### config.mk
export PLATFORM = sky130hd
export DESIGN_NAME = cpu_memory_arbiter
export DESIGN_NICKNAME = d
export VERILOG_FILES = /design/src/rtl/chip8_mem_pkg.sv /design/src/rtl/cpu_memory_arb_sel.sv /design/src/rtl/cpu_memory_arbiter.sv
export SDC_FILE = /design/constraint.sdc
export NUM_CORES = 1
export LEC_CHECK = 0
export ABC_AREA = 1
export BUFFER_PORTS_ARGS = -buffer_cell sky130_fd_sc_hd__buf_2
export CORE_AREA = 5 5 70 72
export DETAILED_ROUTE_END_ITERATION = 6
export DIE_AREA = 0 0 75 77
export MAX_ROUTING_LAYER = met4
export PLACE_DENSITY = 0.76
export REMOVE_ABC_BUFFERS = 1
export SLEW_MARGIN = 20
export SYNTH_ARGS = -nofsm -noshare
export SYNTH_HDL_FRONTEND = slang
export SYNTH_SLANG_ARGS = --single-unit
### constraint.sdc
create_clock -name clk -period 1.2 [get_ports clk]
set_input_delay 0.36 -clock clk [delete_from_list [all_inputs] [get_ports clk]]
set_output_delay 0.36 -clock clk [all_outputs]
set_load 0.01 [all_outputs]
### src/rtl/chip8_mem_pkg.sv
// Shared encodings and widths for the CHIP-8 memory arbiter slice.
// Owner tags, grant bit positions and the memory command payload.
package chip8_mem_pkg;

  localparam int unsigned ADDR_W   = 12;
  localparam int unsigned DATA_W   = 8;
  localparam int unsigned STARVE_W = 4;
  localparam int unsigned OWNER_W  = 2;

  localparam logic [OWNER_W-1:0] OWN_NONE = 2'd0;
  localparam logic [OWNER_W-1:0] OWN_LD   = 2'd1;
  localparam logic [OWNER_W-1:0] OWN_CPU  = 2'd2;
  localparam logic [OWNER_W-1:0] OWN_BLT  = 2'd3;

  // Bit positions inside the one-hot grant vector
  localparam int unsigned GNT_LD  = 0;
  localparam int unsigned GNT_CPU = 1;
  localparam int unsigned GNT_BLT = 2;

  typedef struct packed {
    logic              wr;
    logic [ADDR_W-1:0] addr;
    logic [DATA_W-1:0] wdata;
  } mem_cmd_t;

endpackage

### src/rtl/cpu_memory_arb_sel.sv
// Combinational priority select: loader > (promoted blitter) > CPU > blitter.
// The CPU is masked out entirely while the loader holds the lock.
module cpu_memory_arb_sel
  import chip8_mem_pkg::*;
(
  input  logic       ld_req,
  input  logic       cpu_req,
  input  logic       blt_req,
  input  logic       ld_lock,
  input  logic       promote,
  output logic [2:0] gnt_c
);

  always_comb begin
    gnt_c = '0;
    if (ld_req) begin
      gnt_c[GNT_LD] = 1'b1;
    end else if (promote && blt_req) begin
      gnt_c[GNT_BLT] = 1'b1;
    end else if (cpu_req && !ld_lock) begin
      gnt_c[GNT_CPU] = 1'b1;
    end else if (blt_req) begin
      gnt_c[GNT_BLT] = 1'b1;
    end
  end

endmodule

### src/rtl/cpu_memory_arbiter.sv
// Three-port arbiter (loader, CPU, sprite blitter) in front of a single
// synchronous memory port, with blitter anti-starvation and read-return tagging.
module cpu_memory_arbiter
  import chip8_mem_pkg::*;
#(
  parameter int unsigned STARVE_LIMIT = 4
) (
  input  logic        clk,
  input  logic        rst_n,
  input  logic        ld_req,
  input  logic        ld_write,
  input  logic [11:0] ld_addr,
  input  logic [7:0]  ld_wdata,
  input  logic        ld_lock,
  input  logic        cpu_req,
  input  logic        cpu_write,
  input  logic [11:0] cpu_addr,
  input  logic [7:0]  cpu_wdata,
  input  logic        blt_req,
  input  logic        blt_write,
  input  logic [11:0] blt_addr,
  input  logic [7:0]  blt_wdata,
  output logic        ld_gnt,
  output logic        cpu_gnt,
  output logic        blt_gnt,
  output logic        ld_rvalid,
  output logic        cpu_rvalid,
  output logic        blt_rvalid,
  output logic [7:0]  rdata,
  output logic        cpu_stall,
  output logic        mem_en,
  output logic        mem_write,
  output logic [11:0] mem_addr,
  output logic [7:0]  mem_wdata,
  input  logic [7:0]  mem_rdata
);

  logic [2:0]          gnt_c;
  logic                promote_c;
  mem_cmd_t            win_c;
  logic [OWNER_W-1:0]  win_own_c;

  logic                mem_en_q,    mem_en_d;
  logic                mem_write_q, mem_write_d;
  logic [ADDR_W-1:0]   mem_addr_q,  mem_addr_d;
  logic [DATA_W-1:0]   mem_wdata_q, mem_wdata_d;
  logic [OWNER_W-1:0]  rd_tag_q,    rd_tag_d;
  logic [2:0]          rvalid_q,    rvalid_d;
  logic [STARVE_W-1:0] starve_cnt_q, starve_cnt_d;

  assign promote_c = (starve_cnt_q >= STARVE_W'(STARVE_LIMIT));

  cpu_memory_arb_sel u_sel (
    .ld_req  (ld_req),
    .cpu_req (cpu_req),
    .blt_req (blt_req),
    .ld_lock (ld_lock),
    .promote (promote_c),
    .gnt_c   (gnt_c)
  );

  // Winner's command; with no grant the address/data hold and the write strobe drops
  always_comb begin
    win_c     = '{wr: 1'b0, addr: mem_addr_q, wdata: mem_wdata_q};
    win_own_c = OWN_NONE;
    if (gnt_c[GNT_LD]) begin
      win_c     = '{wr: ld_write, addr: ld_addr, wdata: ld_wdata};
      win_own_c = OWN_LD;
    end else if (gnt_c[GNT_CPU]) begin
      win_c     = '{wr: cpu_write, addr: cpu_addr, wdata: cpu_wdata};
      win_own_c = OWN_CPU;
    end else if (gnt_c[GNT_BLT]) begin
      win_c     = '{wr: blt_write, addr: blt_addr, wdata: blt_wdata};
      win_own_c = OWN_BLT;
    end
  end

  // Next-state: memory drive, owner tag pipeline, rvalid decode, starvation count
  always_comb begin
    mem_en_d     = (win_own_c != OWN_NONE);
    mem_write_d  = win_c.wr;
    mem_addr_d   = win_c.addr;
    mem_wdata_d  = win_c.wdata;
    rd_tag_d     = (mem_en_d && !win_c.wr) ? win_own_c : OWN_NONE;
    rvalid_d     = '0;
    starve_cnt_d = '0;

    case (rd_tag_q)
      OWN_LD:  rvalid_d[GNT_LD]  = 1'b1;
      OWN_CPU: rvalid_d[GNT_CPU] = 1'b1;
      OWN_BLT: rvalid_d[GNT_BLT] = 1'b1;
      default: rvalid_d          = '0;
    endcase

    if (blt_req && !gnt_c[GNT_BLT]) begin
      starve_cnt_d = (starve_cnt_q == {STARVE_W{1'b1}}) ? starve_cnt_q
                                                        : starve_cnt_q + STARVE_W'(1);
    end
  end

  always_ff @(posedge clk or negedge rst_n) begin
    if (!rst_n) begin
      mem_en_q     <= 1'b0;
      mem_write_q  <= 1'b0;
      mem_addr_q   <= '0;
      mem_wdata_q  <= '0;
      rd_tag_q     <= OWN_NONE;
      rvalid_q     <= '0;
      starve_cnt_q <= '0;
    end else begin
      mem_en_q     <= mem_en_d;
      mem_write_q  <= mem_write_d;
      mem_addr_q   <= mem_addr_d;
      mem_wdata_q  <= mem_wdata_d;
      rd_tag_q     <= rd_tag_d;
      rvalid_q     <= rvalid_d;
      starve_cnt_q <= starve_cnt_d;
    end
  end

  assign ld_gnt     = gnt_c[GNT_LD];
  assign cpu_gnt    = gnt_c[GNT_CPU];
  assign blt_gnt    = gnt_c[GNT_BLT];
  assign ld_rvalid  = rvalid_q[GNT_LD];
  assign cpu_rvalid = rvalid_q[GNT_CPU];
  assign blt_rvalid = rvalid_q[GNT_BLT];
  assign rdata      = mem_rdata;
  assign cpu_stall  = ld_lock;
  assign mem_en     = mem_en_q;
  assign mem_write  = mem_write_q;
  assign mem_addr   = mem_addr_q;
  assign mem_wdata  = mem_wdata_q;

endmodule

==> impl_metrics.toml, run 1 <==
[critical_path]
rrSetupSlack_ns = -0.04
crit_arrival_ns = 1.11
ff2ff_path_depth = 6
crit_path_start = "starve_cnt_q[2]"
worst_setup_path_start_kind = "flop"
worst-setup-path-type = "reg -> out"
reg2reg_to = "rd_tag_q[0]"
cp_data_required_time_ns = 0.84
r2r_start = "starve_cnt_q[3]"
crit_path_end_kind = "primary output"
cp_max_fo = 3

[placed_design]
placed_cell_area_um2 = 2267
numPortBuffers = 97
place_hpwl_um = 4058
routabilityCongestion = 0.7969
dp_cells = 341

[floorplan]
io-pin-count = 114
die-area_um2 = 5775
dieHeight_um = 77
core_um2 = 4234
rows = 24
start_util_pct = 40.07
die_w_um = 75

[pwr]
intPower_uw = 1958
p_leak_uw = 0.001229
power_density_nw_per_um2 = 1114
netSwitchingFraction_pct = 27.42
ir_drop_v = 0.0006813
pwr-share-seq_pct = 44.4
p_sw_uw = 739.8
pwr-share-comb_pct = 22.9
finalPower_uw = 2698
p_clk_share_pct = 32.7

[yosys]
ys_seq_area_share_pct = 45.72
synth_cell_types = 19
synth.avg_cell_area_um2 = 8.441
synthCells = 201
syn-cell-area_um2 = 1697
synth_seq_cells = 31
ys_warn_count = 0

[run]
cap_violations = 0

[global_routing]
antenna_found_initial = 0
grt_max_degree = 32
overflow = 0
grt_first_pass_wirelength_um = 8749
grt_usage_pct = 19.89
grt_pass1_vias = 1979

[sta]
fin_hold_ws_ns = 0.02277
fin_worst_skew_ns = 0.002022
fin_tns_setup_ns = -0.6109
finalHoldViolations = 0
final_max_slew_viol_count = 0
period_minus_slack_ns = 1.471
fin_ws_ns = -0.2713
worst_pin_slew_ns = 0.2442
setup_viol = 4
rsz0062_at_grt = "yes"
period_share_pct = 122.6
relSlewSlack_pct = 83.72
fmax_mhz = 679.7

[cts]
insertion_delay_ns = 0.27
ctsHoldBuffers = 0
clk_pin_slew_ns = 0.06
cts_tree = "done"
clock-sinks = 31
clockBufferDepth = 2
htree_levels = 2
numCtsBuffers = 5
cts-root-buf = "clkbuf_8"

[route]
vias = 1943
wl_per_cell_um = 15.70
drt_iter0_markers = 134
via_per_inst = 5.536
firstDrtPassIters = 4
ant_nets = 0
wl_um = 5511
route.detailed.drc = 0

[cells_and_area]
final_common_cell = "buf_2"
final_cells = 351
final_cell_area_um2 = 2421
antennaDiodeCount = 0
layout.nets = 376
layout-drive-gt1-share_pct = 45.82
fillers = 417
area_delta_synth_final_pct = 42.70
final_cell_mix = "buf_2, nand4_1, dfrtp_1"

[hold_path]
hold_class = "in -> async"

[outcome]
violations = "negative setup slack"
status = "finished, violations left"
sequential cells by signal (all words and copies together), names as in the netlist:
| name | cells |
|---|---|
| mem_addr | 12 |
| mem_wdata | 8 |
| starve_cnt_q | 4 |
| rvalid_q | 3 |
| rd_tag_q | 2 |
| mem_en | 1 |
| mem_write | 1 |
power by group through the flow:
stage	sequential [uW]	clock, uW	combinational [uW]
global route	1210	962	685
finish	1200	881	618
detailed placement	1210	0	597
global placement	1210	0	585
floorplan	1260	0	188
CTS	1200	923	605
kinds of logic (layout without fill, tap and decap cells):
family	after synthesis	after routing	synth area share (%)
AOI/OAI and AO/OA	4	4	1.401
xor gates and xnor gates	3	3	1.549
adders and majority gates	1	1	0.7373
buffers and inverters	38	136	11.87
DFF	31	31	45.72
and+or+nand+nor	124	124	38.72
how the worst max path moves through the flow:
stage                          to  slack [ns]  cells after the start
after floorplan           blt_gnt       -0.77                      5
after global placement    cpu_gnt       -0.21                      6
after detailed placement  cpu_gnt       -0.23                      6
after CTS                 cpu_gnt       -0.31                      4
after global routing      blt_gnt       -0.37                      5
final                     cpu_gnt       -0.27                      4
what timing repair did:
| item | 4_1_cts | 5_1_grt |
|---|---|---|
| buffers inserted | 0 | 3 |
| pin swaps | 2 | 4 |
| resized for setup | 5 | 6 |
| setup endpoints to repair | 3 | 30 |
| endpoints found under the hold margin | 0 | 0 |
cells in the mapped netlist (all sizes together):
cell	n	area, um2
nand2	27	101.4
xnor2	2	17.52
buf	24	147.7
nand3	25	125.1
dfrtp	31	775.7
a21oi	3	15.01
o21ai	1	8.760
nor2	10	42.54
ha	1	12.51
inv	8	30.03
clkinv	1	3.750
nand4	62	387.9
clkbuf	5	20.01
xor2	1	8.760
worst max-delay path, cell delays in order (launching register included):
cell and delay, ns:
dfrtp_1 0.40, o21ai_2 0.17, nand3_1 0.10, clkinv_2 0.07
buf_6 0.09
cell type report:
type                       count  area [um2]  share of cell area (%)
clock buffer                   8       100.1                   4.134
inverter                       9       35.03                   1.447
multi-input combinational    132       732.0                   30.23
sequential                    31       775.7                   32.04
tap                           52       65.06                   2.687
timing repair buffer         119       713.2                   29.46
metrics by stage:
stage / utilization (%) / setup WS [ns]
after floorplan: - / -0.7683
after global placement: 53.55 / -0.2138
after detailed placement: 53.55 / -0.2294
after CTS: 56.38 / -0.3103
after global routing: 57.18 / -0.3740
final: 57.18 / -0.2713
routing by layer:
| layer | GRT usage, % | share of wire, % |
|---|---|---|
| met3 | 6.405 | 11 |
| met1 | 23.95 | 38 |
| met2 | 32.06 | 51 |
| met5 | - | 0 |
| met4 | 4.626 | 0.34 |
(Power assumes the default switching activity.)
==> run 2: changes to the inputs <==
--- a/config.mk
+++ b/config.mk
@@ -11,7 +11,7 @@
 export DETAILED_ROUTE_END_ITERATION = 6
 export DIE_AREA = 0 0 75 77
 export MAX_ROUTING_LAYER = met4
-export PLACE_DENSITY = 0.76
+export PLACE_DENSITY = 0.83
 export REMOVE_ABC_BUFFERS = 1
 export SLEW_MARGIN = 20
 export SYNTH_ARGS = -nofsm -noshare
==> run 2 against run 1 <==
  * The run still ends with negative setup slack left
  * Routed wire length rose by 4.9%
  * Critical path type unchanged
  * Worst setup slack worse by 0.057 ns
  * Critical path depth unchanged
  * Die area unchanged
  * Clock skew is 0.0042 ns higher
  * Sequential share of layout area shrank 0.46 points
  * Global-route usage is 0.14 points higher
  * Cell count increased by 0.85%
  * First-iteration DRC count fell by 19%
  * Non-clock buffer count up 3
  * Cell area up 1.4%
==> impl_metrics.toml, run 2 (synthesis results as in run 1) <==
[cts]
insertion_delay_ns = 0.28
numCtsBuffers = 5
clk_pin_slew_ns = 0.07
clock-sinks = 31
htree_levels = 2
cts-root-buf = "clkbuf_8"
cts_tree = "done"
clockBufferDepth = 2

[placed_design]
dp_cells = 340
place_hpwl_um = 4109
post-place-ws_ns = -0.2183
routabilityCongestion = 0.7774
numPortBuffers = 97

[critical_path]
cp_data_required_time_ns = 0.84
crit_path_end_kind = "primary output"
ff2ff_path_depth = 8
worst_setup_path_start_kind = "flop"
crit_arrival_ns = 1.17
cp_max_fo = 3
worst-setup-path-type = "reg -> out"

[route]
wl_per_cell_um = 16.33
firstDrtPassIters = 4
route.detailed.drc = 0
drt_iter0_markers = 109
wl_um = 5780
vias = 1964
ant_nets = 0
via_per_inst = 5.548

[sta]
final_max_slew_viol_count = 0
rsz0062_at_grt = "yes"
relSlewSlack_pct = 81.30
worst_pin_slew_ns = 0.2805
fin_ws_ns = -0.3281
period_minus_slack_ns = 1.528
fin_worst_skew_ns = 0.006258
finalHoldViolations = 0
fmax_mhz = 654.4
setup_viol = 6
period_share_pct = 127.3

[outcome]
violations = "negative setup slack"
status = "finished, violations left"

[global_routing]
grt_pass1_vias = 1900
grt_first_pass_wirelength_um = 8914
grt_usage_pct = 20.03
grt_max_degree = 32
overflow = 0
antenna_found_initial = 0

[pwr]
ir_drop_v = 0.0006657
power_density_nw_per_um2 = 1171
finalPower_uw = 2876
p_leak_uw = 0.001247

[cells_and_area]
layout.nets = 379
final_cell_mix = "buf_2, nand4_1, dfrtp_1"
antennaDiodeCount = 0
layout-drive-gt1-share_pct = 46.36
area_delta_synth_final_pct = 44.76
final_cells = 354
largest_reg_flops = 12
final_common_cell = "buf_2"

[floorplan]
io-pin-count = 114
rows = 24
core_um2 = 4234
die_w_um = 75
start_util_pct = 40.07
die-area_um2 = 5775
dieHeight_um = 77

[hold_path]
hold_class = "in -> async"

[run]
cap_violations = 0
==> run 2: cell count changes in the layout (fill, tap and decap cells not counted), sizes merged <==
cell    change
clkinv      +1
clkbuf      -2
buf         +3
bufinv      +1
==> run 2: through the flow <==
stage / util (%) / TNS [ns] / hold slack [ns] / cell area, um2
after floorplan: - / -16.61 / 0.06441 / 1529
after global placement: 53.07 / -2.869 / 0.3236 / 2247
after detailed placement: 53.07 / -3.662 / 0.3270 / 2247
after CTS: 56.77 / -0.5844 / 0.02281 / 2404
after global routing: 58.01 / -2.258 / 0.03633 / 2456
final: 58.01 / -0.6717 / 0.02007 / 2456
==> run 2: metal layers <==
layer / part of all wire, % / vias to the layer above / track usage, %
met5: 0 / - / -
met4: 0.74 / 0 / 2.847
met3: 10 / 8 / 5.621
met2: 52 / 110 / 34.15
met1: 38 / 923 / 23.70
li1: - / 923 / -
==> run 2: path summary, 6_finish.rpt <==
kind / slack, ns / startpoint / end
setup reg to reg: -0.03 / starve_cnt_q[2] / mem_en
hold reg to reg: 0.45 / rd_tag_q[1] / rvalid_q[0]
min in group clk: 0.30 / ld_wdata[0] / mem_wdata[0]
hold / removal: 0.02 / rst_n / mem_addr[8]
max in group asynchronous: 1.00 / rst_n / rvalid_q[0]
setup / recovery: -0.33 / starve_cnt_q[2] / cpu_gnt
==> run 2: timing repair <==
| action | CTS | global route |
|---|---|---|
| hold buffers | 0 | 0 |
| pin swaps | 2 | 6 |
| setup buffers | 5 | 4 |
| setup endpoints to repair | 7 | 33 |
| cloned | 0 | 0 |
| gates resized for setup | 4 | 7 |
==> run 2: layout make-up <==
| class | instances | area [um2] |
|---|---|---|
| Clock inverter | 2 | 35.03 |
| Timing Repair Buffer | 122 | 721.9 |
| Inverter | 9 | 33.78 |
| Fill cell | 362 | 1778 |
| Clock buffer | 6 | 82.58 |
| Multi-Input combinational cell | 132 | 742.0 |
| Sequential cell | 31 | 775.7 |
| Tap cell | 52 | 65.06 |
==> run 2: worst max-delay path, cell delays in order, from the launching register on <==
cell and delay (ns):
dfrtp_1 0.41, o21ai_2 0.16, nand3_1 0.08, clkinv_1 0.10
buf_2 0.14
==> run 2: power by group <==
group          internal (uW)  switching [uW]  total (uW)  leakage, uW
clock network            671             383        1050    0.0000612
registers               1140            54.0        1200     0.000384
logic                    289             335         624     0.000802
